--- src/rtl/prog_loader.sv ---
// Host-link program loader: receives a length-prefixed byte stream, writes
// little-endian 32-bit words to instruction memory, and holds the CPU in reset until done.
module prog_loader #(
    parameter int                    ADDR_WIDTH = 32,
    parameter logic [ADDR_WIDTH-1:0] START_ADDR = '0,
    parameter int                    MAX_WORDS  = 1024
) (
    input  logic                  clk,
    input  logic                  rst,
    input  logic                  start,
    input  logic                  byte_valid,
    input  logic [7:0]            byte_data,
    output logic                  byte_ready,
    output logic                  mem_we,
    output logic [ADDR_WIDTH-1:0] mem_addr,
    output logic [31:0]           mem_wdata,
    output logic                  cpu_rst,
    output logic                  busy,
    output logic                  done,
    output logic                  err
);

    localparam int          IDX_W   = ADDR_WIDTH - 2;
    localparam logic [16:0] MAX_LEN = 17'(MAX_WORDS);

    typedef enum logic [2:0] {
        IDLE,
        LEN_LO,
        LEN_HI,
        CHECK,
        DATA,
        WRITE,
        DONE,
        ERR
    } state_t;

    state_t             state;
    state_t             state_next;
    logic [15:0]        len;
    logic [IDX_W-1:0]   word_idx;
    logic [1:0]         byte_cnt;
    logic [31:0]        asm_word;
    logic               xfer;
    logic               last_word;
    logic               len_bad;

    assign xfer      = byte_valid && byte_ready;
    assign last_word = (word_idx == (IDX_W'(len) - IDX_W'(1)));
    assign len_bad   = (len == 16'd0) || ({1'b0, len} > MAX_LEN);

    always_ff @(posedge clk) begin
        if (!rst) begin
            state <= IDLE;
        end else begin
            state <= state_next;
        end
    end

    always_comb begin
        state_next = state;
        case (state)
            IDLE:    if (start) state_next = LEN_LO;
            LEN_LO:  if (xfer) state_next = LEN_HI;
            LEN_HI:  if (xfer) state_next = CHECK;
            CHECK:   state_next = len_bad ? ERR : DATA;
            DATA:    if (xfer && (byte_cnt == 2'd3)) state_next = WRITE;
            WRITE:   state_next = last_word ? DONE : DATA;
            DONE:    if (start) state_next = LEN_LO;
            ERR:     if (start) state_next = LEN_LO;
            default: state_next = IDLE;
        endcase
    end

    // Every status output is a pure function of state; done/err are "sticky"
    // simply because the FSM parks in DONE/ERR until the next start.
    always_comb begin
        byte_ready = 1'b0;
        mem_we     = 1'b0;
        busy       = 1'b0;
        done       = 1'b0;
        err        = 1'b0;
        cpu_rst    = 1'b1;
        case (state)
            LEN_LO, LEN_HI, DATA: begin
                byte_ready = 1'b1;
                busy       = 1'b1;
            end
            CHECK:   busy = 1'b1;
            WRITE: begin
                busy   = 1'b1;
                mem_we = 1'b1;
            end
            DONE: begin
                done    = 1'b1;
                cpu_rst = 1'b0;
            end
            ERR:     err = 1'b1;
            default: ;
        endcase
    end

    // The write address and data are loaded together with the 4th byte, so they
    // are valid throughout WRITE and hold afterwards while the next word assembles.
    always_ff @(posedge clk) begin
        if (!rst) begin
            len       <= '0;
            word_idx  <= '0;
            byte_cnt  <= '0;
            asm_word  <= '0;
            mem_addr  <= START_ADDR;
            mem_wdata <= '0;
        end else begin
            case (state)
                LEN_LO: if (xfer) len[7:0] <= byte_data;
                LEN_HI: if (xfer) len[15:8] <= byte_data;
                CHECK: begin
                    word_idx <= '0;
                    byte_cnt <= '0;
                end
                DATA: begin
                    if (xfer) begin
                        asm_word <= {byte_data, asm_word[31:8]};
                        byte_cnt <= byte_cnt + 2'd1;
                        if (byte_cnt == 2'd3) begin
                            mem_wdata <= {byte_data, asm_word[31:8]};
                            mem_addr  <= START_ADDR + {word_idx, 2'b00};
                        end
                    end
                end
                WRITE: if (!last_word) word_idx <= word_idx + IDX_W'(1);
                default: ;
            endcase
        end
    end

endmodule

--- config.mk ---
export PLATFORM = sky130hd
export DESIGN_NAME = prog_loader
export DESIGN_NICKNAME = d
export VERILOG_FILES = /design/src/rtl/prog_loader.sv
export SDC_FILE = /design/constraint.sdc
export NUM_CORES = 1
export LEC_CHECK = 0
export ABC_AREA = 0
export BUFFER_PORTS_ARGS = -buffer_cell sky130_fd_sc_hd__buf_2
export CORE_ASPECT_RATIO = 0.5
export CORE_UTILIZATION = 52
export DETAILED_ROUTE_END_ITERATION = 8
export PLACE_DENSITY_LB_ADDON = 0.25
export REMOVE_ABC_BUFFERS = 1
export SLEW_MARGIN = 30
export SYNTH_ARGS = -nofsm -noshare
export SYNTH_HDL_FRONTEND = slang
export SYNTH_SLANG_ARGS = --single-unit
--- constraint.sdc ---
create_clock -name clk -period 2.8 [get_ports clk]
set_input_delay 0.14 -clock clk [delete_from_list [all_inputs] [get_ports clk]]
set_output_delay 0.14 -clock clk [all_outputs]
set_load 0.02 [all_outputs]
== Yosys cells after proc, flatten, opt, wreduce, memory -nomap -nowiden ==
Index checks and enable logic that the tools add are counted.

* Logic and storage cells: 61
* Input bits: 12
* Bits in registers: 145

* $lt $le $gt $ge: 1
* Add/sub/neg operators: 3
* Muxes and demuxes: 17
* Reduce and logical (&&, ||, !) cells: 17
* Eq/ne operators: 15

{| class="wikitable"
|+ Operators with widths
! operator !! count
|-
| case mux 30 bit (2 select lines) || 1
|-
| adder 30 x 1 -> 30 bit, second input constant || 1
|-
| == test 30 bit || 1
|-
| two-way mux 30 bit || 1
|-
| case mux 3 bit (6 select lines) || 1
|-
| subtractor 16 x 1 -> 17 bit, second input constant || 1
|-
| > comparator 16 x 11 -> 1 bit, second input constant || 1
|-
| logical NOT 16 bit || 1
|-
| == test 3 bit, second input constant || 4
|-
| two-way mux 3 bit || 4
|-
| != test 2 bit, second input constant || 5
|-
| AND reduction 2 bit || 5
|-
| == test 3 x 2 -> 1 bit, second input constant || 2
|-
| two-way mux 1 bit || 6
|-
| two-way mux 2 bit || 3
|-
| OR reduction 3 bit || 2
|-
| OR reduction 5 bit || 1
|-
| case mux 2 bit (2 select lines) || 1
|-
| AND reduction 4 bit || 1
|-
| nonzero test 2 bit || 2
|-
| == test 3 x 1 -> 1 bit, second input constant || 1
|-
| logical NOT 3 bit || 1
|-
| AND reduction 3 bit || 1
|-
| adder 2 x 1 -> 2 bit, second input constant || 1
|-
| other kinds (4) || 5
|}

== Logic depth before layout (Yosys ltp) ==
Gate-level depths: netlist of run 1.

* Word-level depth: 7
* Depth in mapped cells: 11
* Depth with buffers taken out: 10

== Least setup slack after synthesis of run 1 ==
Ideal clock, no wire load.

* Kind: register -> register
* Start: register len[2]
* End: register word_idx[13]
* Slack: 13 ps
* Cell stages (with the launch flop): 11
* Arrival: 2715 ps
* Period minus slack after synthesis: 2787 ps
* Data required time: 2728 ps
* Library setup time: 72 ps
* Cells stage by stage: dfxtp_1 or4_1 buf_6 nor4_4 mux2i_1 a311oi_2 nor4_4 buf_6 nor2_2 nand4_1 mux2i_1

* Cells in the longest elaborated chain, start to end: 4

{| class="wikitable"
|+ Ends and longest elaborated chain
! what !! RTL line !! RTL
|-
| start: declaration || 39 || <nowiki>logic [15:0] len;</nowiki>
|-
| start signal: assignment || 114 || <nowiki>LEN_LO: if (xfer) len[7:0] <= byte_data;</nowiki>
|-
| subtractor 16 x 1 -> 17 bit || 48 || <nowiki>assign last_word = (word_idx == (IDX_W'(len) - IDX_W'(1)));</nowiki>
|-
| == test 30 bit || 48 ||
|-
| != test 2 bit (no line) || - ||
|-
| AND reduction 2 bit (no line) || - ||
|-
| end signal: assignment || 130 || <nowiki>WRITE: if (!last_word) word_idx <= word_idx + IDX_W'(1);</nowiki>
|-
| end: declaration || 40 || <nowiki>logic [IDX_W-1:0] word_idx;</nowiki>
|}

No other way between the ends.
A chain may end at the register's enable or synchronous reset.

== Final worst setup path of run 1 ==
* Start: register len[4]
* End: register word_idx[10]

The elaborated chain is that of the path after synthesis.

==> results.ini, run 1 <==
[run_status]
outcome = complete, no violations

[power_and_ir_drop]
power.leakage_nw = 3.00
ir_drop_uv = 344
power_mw = 5.24
p_per_area_nw_per_um2 = 678

[timing]
finalClockSkew_ns = 0.0108
hold_violations = 0
min_period_ns = 2.69
rsz0062_at_grt = yes
timing.final.ws_setup_ns = 0.105
tightest_slew_ns = 0.872
holdWs_ns = 0.0184
slew_headroom_pct = 41.9
finalCritPeriodShare_pct = 96.2
finalSetupTns_ns = 0
setup_violations = 0
fmax_ghz = 0.371
maxSlewViolCount = 0

[place]
dpl.hpwl_mm = 10.0
placed_cells = 1008
io_buffers = 79
placed_area_um2 = 7110
gp_congestion = 0.854
dp_slack_ns = -0.00259

[layout]
stdcell_area_um2 = 7720
layout.nets = 878
drive_above_1_share_pct = 20.3
fillers = 1042
regArea_um2 = 2750
n_antenna_cell = 0
syn2layout_area_growth_pct = 20.2
final_util_pct = 64.8
multi_input_area_um2 = 3470
final_cells = 1041

[clock_network]
cts-htree-levels = 4
cts_setup_buffers = 0
cts_buffers = 17
cts.clk_slew.worst_paths_ns = 0.06
clk_path_buf_depth = 2
clockRootBuffer = clkbuf_16
cts.hold.buffers_added = 0
cts_tree = yes
clkSinkCount = 137
clock_latency_ns = 0.42

[yosys]
yosys-top-cells-count = nand2_1 (226), dfxtp_1 (137), a21boi_0 (99)
yosys-top-cells-area = dfxtp_1 (43%), nand2_1 (13%), a21boi_0 (12%), xnor2_1 (3.4%), clkbuf_1 (2.6%)
yosysMostFrequentCell = nand2_1
yosys-mux-area-fraction_pct = 2.51
yosysSeqAreaShare_pct = 42.7
synth_top_family_by_area = simple AND/OR/NAND/NOR gates
synth-adder-area-share_pct = 0.584
yosysWarnings = 0
synth_top_area_share_pct = 42.7
synthArstFlopShare_pct = 0
synth_edf_count = 0
synth_ff_type = dfxtp_1
synthesis.area_um2 = 6420
synth-simple-area-share_pct = 28.1
syn_inst = 780
avgSynthCellArea_um2 = 8.24
synth_compound_area_share_pct = 17.9
ys_types = 62
yosys.area.top_type = dfxtp_1
ys_seq_elements = 137
synth-xor-area-share_pct = 3.82

[floorplanning]
ios = 82
initial_core_util_pct = 53.9
fp.dieArea_um2 = 12800
chipHeight_um = 80.6
rows = 28
die_width_um = 159
core_um2 = 11900

[setup_path]
path_class = reg2reg
path_cells = or4_4 -> nor4_4 -> mux2i_1 -> a311oi_2 -> nor4_4 -> buf_4 -> nor3_4 -> buf_12 -> a211o_1 -> nand2_1
r2r_setup_slack_ns = 0.11
endpoint_kind = register
cp_data_arrival_time_ns = 3.06
cp_common_cell = nor4_4
cp_slowest_cell = or4_4
cp-start-kind = register
crit_path_max_incr_delay_ns = 0.58
required_ns = 3.17
cp_top_family = simple AND/OR/NAND/NOR gates
critPathMaxFanout = 12
critPathBufInv = 2

[detailed_routing]
drt_iter0_drc = 282
wire_per_inst_um = 14.3
totalWireLength_mm = 14.9
drc = 0
firstDrtPassIters = 5
via_per_inst = 5.38
vias = 5598
ant_nets = 0

[global_routing]
grt_overflow_total = 0
grt_max_degree = 110
antenna_found_initial = 0
grt_pass1_wl_mm = 24.8
grt_pass1_vias = 5025
grt_use_total_pct = 24.2

[flow_run]
drv_cap = 0

[worst_hold_path]
hp-class = in2reg

==> tightest hold or removal path: stages <==
cell and delay (ns):
buf_2 0.13, nand2_1 0.05, a21boi_0 0.06
==> layout make-up <==
type,instances,area share (%)
sequential,137,35.5
timing repair buffer,115,9.25
tap,165,2.67
clock inverter,12,1.18
clock buffer,20,5.91
inverter,11,0.535
multi-input combinational,581,44.9
==> flip-flops by register name (all words and copies together), names as in the netlist <==
signal / flops
state: 3
mem_wdata: 32
mem_addr: 30
asm_word: 24
byte_cnt: 2
word_idx: 30
len: 16
==> worst paths after layout <==
check,start,to,depth (start not counted)
max,len[4],word_idx[10],10
min,byte_data[7],mem_wdata[31],3
max reg2reg,len[4],word_idx[10],10
min reg2reg,mem_addr[26],mem_addr[26],2
==> routing by layer <==
metal  share of wire, %  vias up  GRT usage [%]  routed length [um]
met5                  0        -              0                   0
li1                   -     2822              -                   -
met4                1.2        0           8.27                 177
met1                 50     2628           32.2                7470
met3                4.8       14           5.37                 714
met2                 44      134           38.8                6510
==> layout by cell type, fill, tap and decap left out, types with 9 or more instances in the layout <==
cell and n:
a21boi_0 99, a21oi_1 10, and2_1 10, buf_2 79
buf_4 30, clkbuf_16 17, dfxtp_1 135, inv_1 11
mux2i_1 15, nand2_1 225, nand3_1 12, nand4_1 16
nor2_1 33, nor2b_1 13, nor3_2 9, xnor2_1 25
==> report_power, final <==
part           leakage, nW  total, mW  internal (mW)  switching, mW
clock network        0.267       2.07           1.19          0.887
logic                 1.63       1.09          0.493          0.595
registers             1.11       2.08           2.00         0.0776
==> repair_timing <==
action | in CTS | in global routing
resized for setup | 1 | 12
pin swaps | 1 | 6
endpoints found under the setup margin | 4 | 29
gates cloned | 1 | 0
==> logic make-up after synthesis <==
group | count (synthesis)
adder cells (fa/ha/maj) | 3
multiplexers | 16
AO/OA/AOI/OAI | 153
other | 1
AND/OR/NAND/NOR | 378
XOR/XNOR | 28
flip-flops | 137
buffers and inverters | 64
(Power assumes the default switching activity.)
==> run 2: changes to the inputs <==
--- a/config.mk
+++ b/config.mk
@@ -11,7 +11,6 @@
 export CORE_UTILIZATION = 52
 export DETAILED_ROUTE_END_ITERATION = 8
 export PLACE_DENSITY_LB_ADDON = 0.25
-export REMOVE_ABC_BUFFERS = 1
 export SLEW_MARGIN = 30
 export SYNTH_ARGS = -nofsm -noshare
 export SYNTH_HDL_FRONTEND = slang
==> run 2 against run 1 <==
  * First-iteration DRC count up 44%
  * Critical path type unchanged
  * Die area unchanged
  * Sequential cell count unchanged
  * Highest routed layer unchanged
  * Sequential power about the same
==> results.ini, run 2 (synthesis gave the netlist of run 1 again) <==
[run_status]
outcome = complete, no violations

[global_routing]
busiest_layer = met2
grt_use_total_pct = 25.2  ; +1.1 points
grt_pass1_wl_mm = 25.6  ; +3.0%
grt_pass1_vias = 5067  ; +0.84%
groute.layer.met2.usage_pct = 40.7  ; +1.9 points
use_met3_pct = 5.32  ; -0.052 points
use_met1_pct = 33.5  ; +1.3 points
grt_max_degree = 111  ; +0.91%
grt_overflow_total = 0  ; unchanged
antenna_found_initial = 0  ; unchanged

[clock_network]
cts_tree = yes
cts.hold.buffers_added = 0  ; unchanged
cts_buffers = 17  ; unchanged
clk_path_buf_depth = 2  ; unchanged
cts.clk_slew.worst_paths_ns = 0.06  ; about the same
clock_latency_ns = 0.43  ; about the same
cts-htree-levels = 4  ; unchanged
clkSinkCount = 137  ; unchanged
clockRootBuffer = clkbuf_16

[layout]
largest_reg_flops = 32  ; unchanged
regArea_um2 = 2750  ; about the same
reg_top3 = mem_wdata (32), mem_addr (30), word_idx (30)
n_antenna_cell = 0  ; unchanged
syn2layout_area_growth_pct = 23.3
final_cell_mix = nand2_1 (225), dfxtp_1 (135), a21boi_0 (99)
fillers = 981  ; -5.9%
multi_input_area_um2 = 3520  ; +1.4%
drive_above_1_share_pct = 22.1  ; +1.8 points
final_common_cell = nand2_1
layout.nets = 889  ; +1.3%
regMostFlops = mem_wdata

[setup_path]
reg2reg_from = len[8]
crit_cells = 10  ; unchanged
critPathLaunch = len[8]
reg2regPathDepth = 10  ; unchanged
cp_data_arrival_time_ns = 3.16  ; +0.10 ns
setup.worst_path.end = word_idx[10]
crit_path_max_incr_delay_ns = 0.60  ; +0.02 ns
critPathBufInv = 2  ; unchanged
cp_top_family = simple AND/OR/NAND/NOR gates
cp_slowest_cell = or4_1
cp_common_cell = nor4_4
critPathMaxFanout = 6  ; -6
cp-start-kind = register
endpoint_kind = register
required_ns = 3.17  ; about the same
reg2reg_to = word_idx[10]
path_class = reg2reg
r2r_setup_slack_ns = 0.0004  ; -0.10 ns
path_cells = or4_1 -> nor4_4 -> mux2i_1 -> a311oi_2 -> nor4_4 -> buf_6 -> nor3_4 -> buf_12 -> a211o_1 -> nand2_1

[power_and_ir_drop]
p_comb_share_pct = 21.3  ; +0.5 points
power.leakage_nw = 3.09  ; +3.0%
p_int_mw = 3.91  ; +6.3%
seqPwrFrac_pct = 37.3  ; -2.3 points
swShare_pct = 30.3  ; +0.48 points
p_sw_mw = 1.70  ; +8.7%
clock_power_share_pct = 41.4  ; +1.8 points
ir_drop_uv = 395  ; +15%
p_per_area_nw_per_um2 = 707  ; +4.3%

[floorplanning]
core_um2 = 11900  ; unchanged
rows = 28  ; unchanged
chipHeight_um = 80.6  ; unchanged
initial_core_util_pct = 53.9  ; unchanged
fp.dieArea_um2 = 12800  ; unchanged
ios = 82  ; unchanged
die_width_um = 159  ; unchanged

[worst_hold_path]
hold-path-cell-count = 3  ; unchanged
hp-class = in2reg

[timing]
fmax_ghz = 0.357  ; -3.7%
slew_headroom_pct = 41.4  ; -0.45 points
min_period_ns = 2.80  ; +0.105 ns
timing.final.ws_setup_ns = 0.000427  ; -0.105 ns
finalSetupTns_ns = 0  ; unchanged
setup_violations = 0  ; unchanged
hold_violations = 0  ; unchanged
finalCritPeriodShare_pct = 100  ; +3.7 points
rsz0062_at_grt = yes
finalClockSkew_ns = 0.0102  ; -0.000636 ns
maxSlewViolCount = 0  ; unchanged
tightest_slew_ns = 0.879  ; +0.00668 ns

[flow_run]
drv_cap = 0  ; unchanged

[detailed_routing]
vias = 5700  ; +1.8%
wire_per_inst_um = 15.1  ; +5.4%
firstDrtPassIters = 5  ; unchanged
drc = 0  ; unchanged
drt_iter0_drc = 405  ; +44%
ant_nets = 0  ; unchanged
totalWireLength_mm = 15.8  ; +6.5%
via_per_inst = 5.42  ; +0.76%

[place]
gp_congestion = 0.907  ; +6.2%
dpl.hpwl_mm = 10.3  ; +3.2%
dp_slack_ns = -0.0622  ; -0.0596 ns
io_buffers = 79  ; unchanged

==> run 2: cell types whose count changed in the layout (fill, tap and decap cells not counted), moves of 2 or more <==
cell / change
clkbuf_8: -2
clkinv_4: -3
inv_1: -2
inv_8: +4
inv_6: +3
bufinv_16: +2
clkinv_2: -2
buf_4: +9
==> run 2: layout make-up <==
class / count / share of cell area [%]
sequential: 137 / 34.7
clock inverter: 15 / 2.26
tap: 165 / 2.61
timing repair buffer: 126 / 10.1
clock buffer: 17 / 5.37
inverter: 11 / 0.553
multi-input combinational: 581 / 44.4
==> run 2: power by group through the flow <==
stage	Combinational, mW	Clock, mW	Sequential [mW]
after floorplan	0.782	0	2.09
after global placement	1.03	0	2.12
final	1.19	2.32	2.09
after global routing	1.29	2.46	2.10
after detailed placement	1.05	0	2.12
after CTS	1.08	2.36	2.08
==> run 2: how the worst min path moves through the flow <==
stage / endpoint / slack [ns] / start
6_report: mem_wdata[28] / 0.02 / byte_data[4]
3_5_place_dp: mem_addr[27] / 0.46 / mem_addr[27]
5_1_grt: len[10] / 0.03 / byte_data[2]
4_1_cts: len[10] / 0.01 / byte_data[2]
2_1_floorplan: mem_wdata[24] / 0.28 / byte_data[0]
3_3_place_gp: mem_addr[22] / 0.45 / mem_addr[22]
==> run 2: worst min-delay path, cell delays in order <==
cell and delay (ns):
buf_2 0.14, nand2_1 0.06, a21boi_0 0.06
==> run 2: layer usage <==
metal	vias up	share of wire [%]
li1	2859	-
met5	-	0
met2	150	45
met3	24	5.3
met4	0	1.3
met1	2667	49
==> run 2: repair_timing <==
item / 4_1_cts / 5_1_grt
pin swaps: 0 / 10
hold endpoints to repair: 0 / 0
gates cloned: 1 / 2
setup endpoints to repair: 6 / 22
buffers inserted: 1 / 5
resized for setup: 3 / 22
==> run 2: metrics by stage <==
step	instances	power [mW]	area [um2]	util, %	hold slack (ns)
after CTS	1045	5.52	7750	65.1	0.0142
after detailed placement	1011	3.17	7120	59.8	0.457
final	1052	5.60	7920	66.5	0.0206
after global placement	1011	3.16	7120	59.8	0.451
after global routing	1052	5.84	7920	66.5	0.0256
after floorplan	781	2.87	6430	-	0.285
